==> config.mk <==
export PLATFORM = sky130hd
export DESIGN_NAME = cla_pipe_adder
export DESIGN_NICKNAME = d
export VERILOG_FILES = /design/src/rtl/cla_pkg.sv /design/src/rtl/cla_group.sv /design/src/rtl/cla_pipe_adder.sv
export SDC_FILE = /design/constraint.sdc
export NUM_CORES = 1
export LEC_CHECK = 0
export ABC_CLOCK_PERIOD_IN_PS = 8300
export CORE_ASPECT_RATIO = 0.8
export CORE_UTILIZATION = 40
export CTS_BUF_LIST = sky130_fd_sc_hd__clkbuf_16
export CTS_CLUSTER_DIAMETER = 80
export DETAILED_ROUTE_END_ITERATION = 12
export MAX_ROUTING_LAYER = met4
export PLACE_DENSITY_LB_ADDON = 0.08
export SYNTH_ARGS = -nofsm -noshare
export SYNTH_HDL_FRONTEND = slang
export SYNTH_SLANG_ARGS = --single-unit
==> constraint.sdc <==
create_clock -name clk -period 8.3 [get_ports clk]
set_input_delay 0.83 -clock clk [delete_from_list [all_inputs] [get_ports clk]]
set_output_delay 0.83 -clock clk [all_outputs]
set_load 0.005 [all_outputs]
==> src/rtl/cla_pkg.sv <==
// cla_pkg: group width, lookahead generate/propagate helper and stage flag record for cla_pipe_adder.
package cla_pkg;
    localparam int GROUP_W = 4;
    typedef struct packed {
        logic [GROUP_W-1:0] g;
        logic [GROUP_W-1:0] p;
    } gp_t;
    typedef struct packed {
        logic valid;
        logic carry;
    } stg_flags_t;
    function automatic gp_t cla_gp(input logic [GROUP_W-1:0] a, input logic [GROUP_W-1:0] b);
        return '{g: a & b, p: a ^ b};
    endfunction
endpackage

==> src/rtl/cla_group.sv <==
// cla_group: combinational 4-bit carry-lookahead group producing sum bits and group carry-out.
module cla_group import cla_pkg::*; (
    input  logic [GROUP_W-1:0] i_a,
    input  logic [GROUP_W-1:0] i_b,
    input  logic               i_c,
    output logic [GROUP_W-1:0] o_s,
    output logic               o_c
);
    gp_t                w_gp;
    logic [GROUP_W-1:0] w_g;
    logic [GROUP_W-1:0] w_p;
    logic [GROUP_W:0]   w_c;
    assign w_gp = cla_gp(i_a, i_b);
    assign w_g = w_gp.g;
    assign w_p = w_gp.p;
    assign w_c[0] = i_c;
    assign w_c[1] = w_g[0] | (w_p[0] & i_c);
    assign w_c[2] = w_g[1] | (w_p[1] & w_g[0]) | (w_p[1] & w_p[0] & i_c);
    assign w_c[3] = w_g[2] | (w_p[2] & w_g[1]) | (w_p[2] & w_p[1] & w_g[0])
                  | (w_p[2] & w_p[1] & w_p[0] & i_c);
    assign w_c[4] = w_g[3] | (w_p[3] & w_g[2]) | (w_p[3] & w_p[2] & w_g[1])
                  | (w_p[3] & w_p[2] & w_p[1] & w_g[0])
                  | (w_p[3] & w_p[2] & w_p[1] & w_p[0] & i_c);
    assign o_s = w_p ^ w_c[GROUP_W-1:0];
    assign o_c = w_c[GROUP_W];
endmodule

==> src/rtl/cla_pipe_adder.sv <==
// cla_pipe_adder: pipelined carry-lookahead adder/subtractor, one 4-bit group resolved per stage.
module cla_pipe_adder import cla_pkg::*; #(
    parameter int WIDTH = 16,
    parameter int GROUP = 4
) (
    input  logic             clk,
    input  logic             rst,
    input  logic             in_valid,
    output logic             in_ready,
    input  logic [WIDTH-1:0] a,
    input  logic [WIDTH-1:0] b,
    input  logic             cin,
    input  logic             sub,
    output logic             out_valid,
    input  logic             out_ready,
    output logic [WIDTH-1:0] s,
    output logic             cout,
    output logic             ovf
);
    localparam int NSTG = WIDTH / GROUP;
    localparam logic [WIDTH-1:0] TOP_MASK = ~({WIDTH{1'b1}} >> GROUP);
    typedef struct packed {
        stg_flags_t       f;
        logic [WIDTH-1:0] a_rem;
        logic [WIDTH-1:0] b_rem;
        logic [WIDTH-1:0] sum_done;
    } stage_t;
    if (GROUP != GROUP_W || WIDTH < GROUP || WIDTH % GROUP != 0) begin : g_bad_cfg
        $error("cla_pipe_adder: GROUP must be 4 and WIDTH a positive multiple of GROUP");
    end
    stage_t           r_stg [NSTG];
    logic             r_out_valid;
    logic [WIDTH-1:0] r_s;
    logic             r_cout;
    logic             r_ovf;
    logic             w_en;
    logic [WIDTH-1:0] w_sum;
    logic [NSTG-1:0]  w_co;
    logic [WIDTH-1:0] w_res;
    logic             w_ovf;
    assign w_en = !r_out_valid || out_ready;
    assign in_ready = w_en;
    assign out_valid = r_out_valid;
    assign s = r_s;
    assign cout = r_cout;
    assign ovf = r_ovf;
    for (genvar k = 0; k < NSTG; k++) begin : g_stg
        cla_group u_grp (
            .i_a (r_stg[k].a_rem[GROUP*k +: GROUP]),
            .i_b (r_stg[k].b_rem[GROUP*k +: GROUP]),
            .i_c (r_stg[k].f.carry),
            .o_s (w_sum[GROUP*k +: GROUP]),
            .o_c (w_co[k])
        );
    end
    assign w_res = r_stg[NSTG-1].sum_done | (w_sum & TOP_MASK);
    // a^b^s at the MSB recovers the carry into the MSB
    assign w_ovf = r_stg[NSTG-1].a_rem[WIDTH-1] ^ r_stg[NSTG-1].b_rem[WIDTH-1]
                 ^ w_sum[WIDTH-1] ^ w_co[NSTG-1];
    always_ff @(posedge clk) begin
        if (rst) begin
            for (int i = 0; i < NSTG; i++) r_stg[i] <= '0;
            r_out_valid <= 1'b0;
            r_s         <= '0;
            r_cout      <= 1'b0;
            r_ovf       <= 1'b0;
        end else if (w_en) begin
            r_stg[0] <= '{f: '{valid: in_valid, carry: sub | cin},
                          a_rem: a, b_rem: sub ? ~b : b, sum_done: '0};
            for (int i = 1; i < NSTG; i++) begin
                r_stg[i] <= r_stg[i-1];
                r_stg[i].f.carry <= w_co[i-1];
                r_stg[i].sum_done[GROUP*(i-1) +: GROUP] <= w_sum[GROUP*(i-1) +: GROUP];
            end
            r_out_valid <= r_stg[NSTG-1].f.valid;
            if (r_stg[NSTG-1].f.valid) begin
                r_s    <= w_res;
                r_cout <= w_co[NSTG-1];
                r_ovf  <= w_ovf;
            end
        end
    end
endmodule

==> out/results.txt, run 1 <==
Highest-delay cell along the critical path = clkdlybuf4s50_1
Iter 0 DRT Violations = 133
First-pass GRT wire length = 13.5 mm
YS warnings = 0
Leading cell type in the layout, fill and taps excluded = edfxtp_1
Seq/Total Area, Yosys = 68.1%
Max Clk Rate = 0.302 GHz
#FFs+latches synth = 131
Share of cells above drive strength 1 = 7.63%
Post-synth EDFFs = 112
Status = finished, final reports clean
Largest net degree at the start of global routing = 89
Final wirelength = 7.80 mm
Final period utilization = 39.9%
Post-route ant nets = 0
CP Launch Type = primary input
Static Leakage = 0.00268 uW
Bufs and invs on worst path = 2
Cell count along the critical path = 3
RSZ-0062 raised after global routing = no
TritonCTS clock tree = yes
CTS H-tree depth = 4
Final net count = 530
Hold path depth = 2
Synth-to-Final Area Change = 24.3%
Hold Fails Final Rpt = 0
HPWL after detailed placement = 4.77 mm
First-pass DRT Iterations = 4
Maximum vdd drop = 153 uV
R2R cell count = 3
Final setup viols = 0
Ys flop type = edfxtp_1
Synth Net Count = 470
Worst slew pin tran = 1.07 ns
Period minus WS final = 3.31 ns
Worst Path Required = 8.32 ns
Antenna diodes = 0
Die width = 133 um
Vias = 2915
Clk_skew = 0.00994 ns
Commonest non-fill, non-tap cells in the layout = 112 x edfxtp_1, 81 x and2_1, 57 x clkdlybuf4s50_1
Max-Cap Viols = 0
Row cnt = 37
CP Capture Type = register
Dpl ws = 4.58 ns
Routed vias/inst = 4.42
Min-delay worst type = reg2reg
Die ar. = 14200 sq um
Ys async rst share = 0%
Cts bufs inserted = 17
Die Y = 107 um
GRT Total Usage = 12.8%
Grt ovf = 0
Synthesized area per cell = 13.3 sq um
Pwr Density = 233 nW/um^2
Slew Viols, Final = 0
PortBufs = 57
Max_slew headroom = 28.6%
Cts repair resizes = 0
Setup TNS = 0 ns
Clk slew on worst S/H paths = 0.05 ns
Clock Latency Late Sink = 0.41 ns
Post-Syn Instances = 412
CTS root buffer = clkbuf_16
CTS Hold Buffers Added = 0
DRC viols = 0
Vias in the first global route = 2896
Netlist cell types = 32
Post CTS Setup Buffer Count = 0
Io pins = 58
Largest stage delay, worst path = 1.06 ns
Initial antenna violation count = 0
Clk buf depth = 2
Dpl cell area = 6230 sq um
Design area = 6830 sq um
CP Cell Sequence = clkdlybuf4s50_1 > nand2b_4 > buf_4
Initial core utilization = 41.8%
Setup ws final = 4.99 ns
Crit-path leading delay family = buffers and inverters
Largest fanout on the critical path = 88
Core area = 13100 sq um
Mapped Area = 5500 sq um
Clk sinks = 131
GPL Wtd Cong = 0.672
Avg WL per Cell = 11.8 um
Crit path DAT = 3.33 ns
Kind of critical path = in2reg
[layout make-up]
cell class,count,area [sq um]
Tap cell,175,219
Inverter,13,48.8
Clock inverter,15,176
Multi-Input combinational cell,249,1630
Timing Repair Buffer,60,593
Sequential cell,131,3740
Clock buffer,17,425
Fill cell,1142,6310
[cells by family after synthesis]
| kind of cell | Yosys count | share of synthesized area [%] |
|---|---|---|
| muxes | 1 | 0.182 |
| DFF | 131 | 68.1 |
| adders and majority gates | 20 | 5.10 |
| and+or+nand+nor | 167 | 16.0 |
| xor gates and xnor gates | 23 | 3.67 |
| buffers and inverters | 32 | 2.55 |
| AOI/OAI and AO/OA | 38 | 4.39 |
[final timing paths]
| kind | from | end | slack [ns] |
|---|---|---|---|
| worst max register to register | out_valid | r_stg[2][31] | 6.25 |
| worst min register to register | s[5] | s[5] | 0.45 |
| worst min-delay path | s[5] | s[5] | 0.45 |
| worst max-delay path | rst | r_stg[2][31] | 4.99 |
[through the flow]
stage / util (%) / total power [uW] / cells / hold slack, ns
3_3_place_gp: 47.4 / 851 / 628 / 0.444
2_1_floorplan: - / 820 / 412 / 0.448
6_report: 52.0 / 1590 / 660 / 0.453
3_5_place_dp: 47.4 / 853 / 628 / 0.452
5_1_grt: 52.0 / 1650 / 660 / 0.479
4_1_cts: 52.0 / 1610 / 660 / 0.459
[synth_stat cells, types with 2 or more instances]
cell | count | area [sq um]
a211oi_1 | 9 | 67.6
a21oi_1 | 16 | 80.1
nand2b_1 | 2 | 12.5
and2_1 | 81 | 507
clkbuf_1 | 13 | 48.8
nor3_1 | 4 | 20.0
nand2_1 | 26 | 97.6
nand3b_1 | 2 | 15.0
edfxtp_1 | 112 | 3360
ha_1 | 16 | 200
fa_1 | 4 | 80.1
o21bai_1 | 4 | 30.0
dfxtp_1 | 19 | 380
a21o_1 | 3 | 22.5
inv_1 | 12 | 45.0
buf_2 | 4 | 20.0
o21ai_0 | 4 | 20.0
xnor2_1 | 20 | 175
nor2_1 | 45 | 169
xor2_1 | 3 | 26.3
buf_6 | 2 | 22.5
[metal layers]
layer | wire length, um | part of all wire, % | track usage [%]
met5 | 0 | 0 | -
met4 | 129 | 1.7 | 5.67
met2 | 3350 | 43 | 18.7
met3 | 374 | 4.8 | 4.35
met1 | 3950 | 51 | 16.1
[power by group]
part           total (uW)  internal [uW]  switching (uW)  leakage (uW)
registers             757            748            8.62       0.00149
logic                81.4           44.4            37.0      0.000889
clock network         752            494             257      0.000301
total                1590           1290             303       0.00268
[sequential cells by signal (all words and copies together) (netlist names)]
| signal | flops |
|---|---|
| cout | 1 |
| out_valid | 1 |
| ovf | 1 |
| r_stg | 112 |
| s | 16 |
[tightest hold or removal path: stages (launching register included)]
cell     delay (ns)
dfxtp_1        0.30
nand2_1        0.05
a21oi_1        0.05
Note: power is estimated with default switching activity, not from simulation.
==> run 2, diff against run 1 <==
--- a/config.mk
+++ b/config.mk
@@ -5,7 +5,7 @@
 export SDC_FILE = /design/constraint.sdc
 export NUM_CORES = 1
 export LEC_CHECK = 0
-export ABC_CLOCK_PERIOD_IN_PS = 8300
+export ABC_CLOCK_PERIOD_IN_PS = 3100
 export CORE_ASPECT_RATIO = 0.8
 export CORE_UTILIZATION = 40
 export CTS_BUF_LIST = sky130_fd_sc_hd__clkbuf_16
==> constraint.sdc (replaced) <==
create_clock -name clk -period 3.1 [get_ports clk]
set_input_delay 0.31 -clock clk [delete_from_list [all_inputs] [get_ports clk]]
set_output_delay 0.31 -clock clk [all_outputs]
set_load 0.005 [all_outputs]
==> out/results.txt, run 2 (synthesis results as in run 1) <==
Max-Cap Viols = 0 (unchanged)
First-pass GRT wire length = 13.5 mm (-0.26%)
Routed vias/inst = 4.38 (-0.79%)
GPL Wtd Cong = 0.720 (+7.1%)
Post CTS Setup Buffer Count = 0 (unchanged)
Iter 0 DRT Violations = 127 (-4.5%)
Commonest non-fill, non-tap cells in the layout = 112 x edfxtp_1, 81 x and2_1, 57 x clkdlybuf4s50_1
Maximum vdd drop = 389 uV (+150%)
Max reg flops = 112 (unchanged)
Fin cells = 663 (+0.45%)
Slew Viols, Final = 0 (unchanged)
Core area = 13100 sq um (unchanged)
Worst Path Required = 2.79 ns (-5.53 ns)
Final wirelength = 7.84 mm (+0.42%)
First-pass DRT Iterations = 4 (unchanged)
CP Capture Type = output pin
Clk sinks = 131 (unchanged)
Io pins = 58 (unchanged)
Die ar. = 14200 sq um (unchanged)
Final period utilization = 59.1%
Initial antenna violation count = 0 (unchanged)
Placed Cells = 631 (+0.48%)
Worst slew pin tran = 0.890 ns (-0.181 ns)
Min-delay worst type = reg2reg
Largest net degree at the start of global routing = 81 (-9.0%)
Launch point of the worst reg-to-reg path = r_stg[3][28]
Share of cells above drive strength 1 = 8.61% (+0.98 points)
PortBufs = 57 (unchanged)
Hold path depth = 2 (unchanged)
Hold Path End = s[13]
Clk slew on worst S/H paths = 0.05 ns (about the same)
Final setup viols = 0 (unchanged)
GRT Total Usage = 12.8% (about the same)
Vias in the first global route = 2843 (-1.8%)
Static Leakage = 0.00266 uW (-0.66%)
Clk buf depth = 2 (unchanged)
CTS root buffer = clkbuf_16
Avg WL per Cell = 11.8 um (about the same)
Cell mode on critical path = clkdlybuf4s50_1
CP Cell Sequence = clkdlybuf4s50_1 > nor2b_4 > inv_2 > clkdlybuf4s50_1
Crit path DAT = 1.52 ns (-1.81 ns)
Largest stage delay, worst path = 0.46 ns (-0.60 ns)
Row cnt = 37 (unchanged)
R2R Setup Slk = 1.29 ns (-4.96 ns)
R2R cell count = 5 (+2)
TritonCTS clock tree = yes
Cts repair resizes = 0 (unchanged)
Setup TNS = 0 ns (unchanged)
CTS H-tree depth = 4 (unchanged)
Pwr Density = 594 nW/um^2 (+160%)
Highest-delay cell along the critical path = clkdlybuf4s50_1
Antenna diodes = 0 (unchanged)
HP Start = s[13]
Largest fanout on the critical path = 4 (-95%)
Vias = 2905 (-0.34%)
Final net count = 533 (+0.57%)
Post-route ant nets = 0 (unchanged)
Kind of critical path = in2out
Max_slew headroom = 40.5% (+12 points)
Grt ovf = 0 (unchanged)
Period minus WS final = 1.83 ns
Status = finished, final reports clean
Initial core utilization = 41.8% (unchanged)
DRC viols = 0 (unchanged)
Max Clk Rate = 0.546 GHz
Die Y = 107 um (unchanged)
Clk_skew = 0.0104 ns (+0.000461 ns)
Leading cell type in the layout, fill and taps excluded = edfxtp_1
Critical R2R Capture = s[15]
HPWL after detailed placement = 4.92 mm (+3.3%)
Cts bufs inserted = 17 (unchanged)
Synth-to-Final Area Change = 24.1%
RSZ-0062 raised after global routing = no
CP Launch Type = primary input
CTS Hold Buffers Added = 0 (unchanged)
Hold Fails Final Rpt = 0 (unchanged)
Biggest register = r_stg
Die width = 133 um (unchanged)
Clock Latency Late Sink = 0.41 ns (about the same)
run 2: cell type report:
class | count | area, sq um
fillers | 1139 | 6330
well taps | 175 | 219
clock buffers | 17 | 425
multi-input cells | 249 | 1630
clock inverters | 15 | 118
repair buffers | 63 | 641
inverters | 13 | 48.8
flip-flops and latches | 131 | 3740
run 2: worst max path at each step:
stage,from,end,cells past startpoint
final,out_ready,in_ready,4
after global routing,r_stg[2][24],r_stg[3][48],5
after CTS,out_ready,in_ready,4
after detailed placement,out_ready,r_stg[3][6],4
after global placement,out_ready,r_stg[0][34],4
after floorplan,rst,r_stg[0][16],3
run 2: metrics by stage:
step	setup slack [ns]	utilization, %	area (sq um)	power, uW	hold WS (ns)
finish	1.27	51.9	6820	4050	0.452
global route	1.16	51.9	6820	4200	0.486
CTS	1.25	51.9	6820	4090	0.455
detailed placement	1.08	47.8	6280	2290	0.448
global placement	1.09	47.8	6280	2280	0.445
floorplan	0.452	-	5500	2200	0.448
run 2: worst max-delay path: cells and delay by family:
kind | cells | cell delay [ns]
buffers and inverters | 3 | 0.99
and+or+nand+nor | 1 | 0.22
run 2: power by group:
group	switching (uW)	leakage, uW	total, uW	internal [uW]
sequential	23.3	0.00149	2030	2000
clock	718	0.000257	1810	1090
combinational	99.6	0.000915	220	120
total	841	0.00266	4050	3210
run 2: per-layer routing:
metal	vias to the layer above	routed length, um	share of wire (%)	GRT usage [%]
met2	58	3220	41	17.7
met5	-	0	0	-
met4	0	131	1.7	4.93
met3	9	329	4.2	4.82
li1	1548	-	-	-
met1	1290	4150	53	16.9
==> edit 1: new RTL, settings of run 2 <==
Set the parameter `WIDTH` to 32 (it was 16).
--- a/src/rtl/cla_pipe_adder.sv
+++ b/src/rtl/cla_pipe_adder.sv
@@ -1,6 +1,6 @@
 // cla_pipe_adder: pipelined carry-lookahead adder/subtractor, one 4-bit group resolved per stage.
 module cla_pipe_adder import cla_pkg::*; #(
-    parameter int WIDTH = 16,
+    parameter int WIDTH = 32,
     parameter int GROUP = 4
 ) (
     input  logic             clk,
Ports: changed (resized a, b and s); port bits go from 58 to 106. The function was not compared with the original's and may differ.
==> edit 1 against run 2 <==
Sequential cell count increased by 320; area after synthesis increased to 3.2 times the old value; critical path depth decreased by 1; wire length increased to 3.4 times the old value; via count increased to 2.9 times the old value; worst setup slack got worse by 0.21 ns; final area increased to 3.1 times the old value; clock skew increased by 0.00065 ns; total power increased to 3.1 times the old value; critical path type is now flop to primary output; largest cell class unchanged; highest routed layer unchanged.
==> edit 1: results (changes against run 2) <==
status: "finished, final reports clean"
drive_gt1_frac: 0.0645  # -0.0215
wl_met1_um: 13100  # +220%
leakage_nw: 8.37  # +210%
grtUsageMet2: 0.191  # +0.0141
wl_met2_um: 12100  # +270%
place.gp.congestion: 0.741  # +3.0%
dp_cells: 1850  # +190%
drt-total-wl_um: 26800  # +240%
h-tree-depth: 2  # -2
preCtsSetupSlack_ns: 0.726  # -0.351 ns
grt_max_degree: 134  # +65%
finalWorstSetupSlack_ns: 1.06  # -0.208 ns
hpwl_um: 16000  # +220%
synth_area_leaders: "edfxtp_1, and2_1, dfxtp_1, nor2b_1, xnor2_1"
synth_cells: 1195  # +190%
holdPathStages: 2  # unchanged
fin_nets: 1412  # +160%
clock_path_buffers: 3  # +1
syn_nets: 1305  # +180%
reg2reg_depth: 3  # -2
clock_latency_ns: 0.55  # +0.14 ns
whs_endpoint: "out_valid$_SDFFE_PP0N_"
cp.arrival_ns: 1.73  # +0.21 ns
yosysSeqAreaShare: 0.739  # +0.0582
grt_pass1_wl_um: 43200  # +220%
crit_path_start: "out_valid$_SDFFE_PP0N_"
use_met3: 0.0258  # -0.0224
dr.first_iter.drc_count: 419  # +230%
cp_max_fo: 7  # +3
via_per_inst: 4.40  # +0.46%
port_buffers: 105  # +84%
synth_cell_types: 39  # +22%
synth_commonest_cells: "edfxtp_1, and2_1, nor2_1, nor2b_1, nand2_1"
clock_skew_ns: 0.0111  # +0.000653 ns
vdd_drop_max_uv: 407  # +4.5%
min_from: "rst"
r2r_end: "r_stg[0][237]$_SDFFCE_PN0P_"
maxSlewHeadroom: 0.423  # +0.0177
cts_setup_buffers: 0  # unchanged
fillers: 3875  # +240%
largest_reg_flops: 416  # +270%
hp-class: "input pin to flop"
internal_power_mw: 10.0  # +210%
grtUsageMet1: 0.161  # -0.00790
grt_usage: 0.123  # -0.00473
-- edit 1: final cells by class --
class / instances / area share
inverter: 7 / 0.00137
multi-input combinational: 676 / 0.208
clock inverter: 31 / 0.0113
tap: 595 / 0.0355
sequential: 451 / 0.630
timing repair buffer: 121 / 0.0585
clock buffer: 47 / 0.0561
-- edit 1: kinds of logic (layout without fill, tap and decap cells) --
family,after synthesis,in the layout,share of synthesized area
simple gates,506,506,0.160
xor+xnor,47,47,0.0231
buf+inv,68,206,0.0174
fa+ha+maj,40,40,0.0314
mux,1,1,0.000561
compound gates,82,82,0.0283
flops,451,451,0.739
-- edit 1: power by group through the flow --
stage	logic, mW	clock network (mW)	registers [mW]
6_report	0.393	5.21	6.80
3_5_place_dp	0.406	0	6.93
5_1_grt	0.443	5.62	6.81
2_1_floorplan	0.246	0	6.91
3_3_place_gp	0.403	0	6.93
4_1_cts	0.407	5.41	6.80
==> edit 2: new RTL, flow settings as in run 2 <==
Without the edit above. Put one more register stage on the output `ovf`, cleared by the reset. The value now appears one clock later. The other outputs are not delayed to match.
--- a/src/rtl/cla_pipe_adder.sv
+++ b/src/rtl/cla_pipe_adder.sv
@@ -43,7 +43,13 @@
     assign out_valid = r_out_valid;
     assign s = r_s;
     assign cout = r_cout;
-    assign ovf = r_ovf;
+    always_ff @(posedge clk) begin
+        if (rst) begin
+            ovf <= '0;
+        end else begin
+            ovf <= r_ovf;
+        end
+    end
     for (genvar k = 0; k < NSTG; k++) begin : g_stg
         cla_group u_grp (
             .i_a (r_stg[k].a_rem[GROUP*k +: GROUP]),
Formal check against the unedited RTL: not equivalent (Yosys sat finds a counterexample within 10 cycles, from zero or initial values and one cycle with rst high).
==> edit 2 against run 2 <==
Clock skew is 0.0015 ns lower; final area is 1.1% higher; worst hold slack hardly changed; area after synthesis is 0.48% higher; sequential cell count is 1 higher; utilization is 0.80 points lower; wire length is 2.6% lower; die area is 0.47% higher; total power is 4.9% higher; worst setup slack better by 0.0013 ns; largest cell class unchanged.
==> edit 2: results (changes against run 2) <==
status: "finished, final reports clean"
syn_nets: 472  # +0.43%
route.vias.total: 2903  # -0.069%
leakage_nw: 2.70  # +1.5%
synth_cell_types: 33  # +3.1%
tightest_slew_ns: 0.838  # -0.0524 ns
fin_nets: 536  # +0.56%
dpl_cell_area_um2: 6310  # +0.44%
wl_met1_um: 4010  # -3.3%
stdcell_count: 668  # +0.75%
dp_cells: 639  # +1.3%
fillers: 1170  # +2.7%
synth_area_leaders: "edfxtp_1, and2_1, dfxtp_1, ha_1, xnor2_1"
hpwl_um: 5030  # +2.1%
dr.first_iter.drc_count: 114  # -10%
grt_max_degree: 50  # -38%
wl_met2_um: 3130  # -2.8%
place.gp.congestion: 0.692  # -3.9%
synth_cells: 414  # +0.49%
wl_per_cell_um: 11.4  # -3.3%
vdd_drop_max_uv: 392  # +0.74%
drive_gt1_frac: 0.0840  # -0.00205
grt_pass1_wl_um: 12900  # -4.3%
grt_pass1_vias: 2763  # -2.8%
clock_skew_ns: 0.00888  # -0.00152 ns
==> edit 2: worst paths after layout <==
kind                         startpoint                 end  slack, ns  cells past startpoint
min                   s[3]$_SDFFE_PP0P_   s[3]$_SDFFE_PP0P_       0.45                      2
max reg2reg  r_stg[3][28]$_SDFFCE_PN0P_  s[15]$_SDFFE_PP0P_       1.37                      5
min reg2reg           s[3]$_SDFFE_PP0P_   s[3]$_SDFFE_PP0P_       0.45                      2
max                           out_ready            in_ready       1.27                      4
==> edit 2: critical path, delay by kind of cell <==
kind	cells	cell delay (ns)
buf+inv	3	0.99
simple gates	1	0.23
==> edit 2: cell type report <==
class,count,area share
sequential,132,0.546
multi-input combinational,250,0.237
timing repair buffer,64,0.0921
clock buffer,17,0.0617
tap,180,0.0327
clock inverter,12,0.0241
inverter,13,0.00707
==> edit 2: layer usage <==
metal,vias to the layer above,global-route usage
met2,70,0.171
li1,1550,-
met4,0,0.0560
met5,-,-
met3,11,0.0515
met1,1272,0.158
==> edit 2: power breakdown <==
part	internal, mW	switching [mW]
sequential	2.02	0.0238
clock	1.32	0.670
combinational	0.121	0.101
total	3.46	0.795
==> edit 2: cells by family (layout without fill, tap and decap cells) <==
logic type	Yosys count	count (layout)	synth area share
simple gates	168	168	0.160
flops	132	132	0.682
compound gates	38	38	0.0437
buf+inv	32	106	0.0254
xor+xnor	23	23	0.0365
fa+ha+maj	20	20	0.0508
mux	1	1	0.00181
==> edit 2: through the flow <==
step	hold WS [ns]	worst slack [ns]	utilization	total power, mW
floorplan	0.439	0.434	-	2.21
global placement	0.446	0.998	0.467	2.30
detailed placement	0.450	1.00	0.467	2.30
CTS	0.457	1.25	0.511	4.30
global route	0.481	1.18	0.511	4.41
finish	0.452	1.27	0.511	4.25
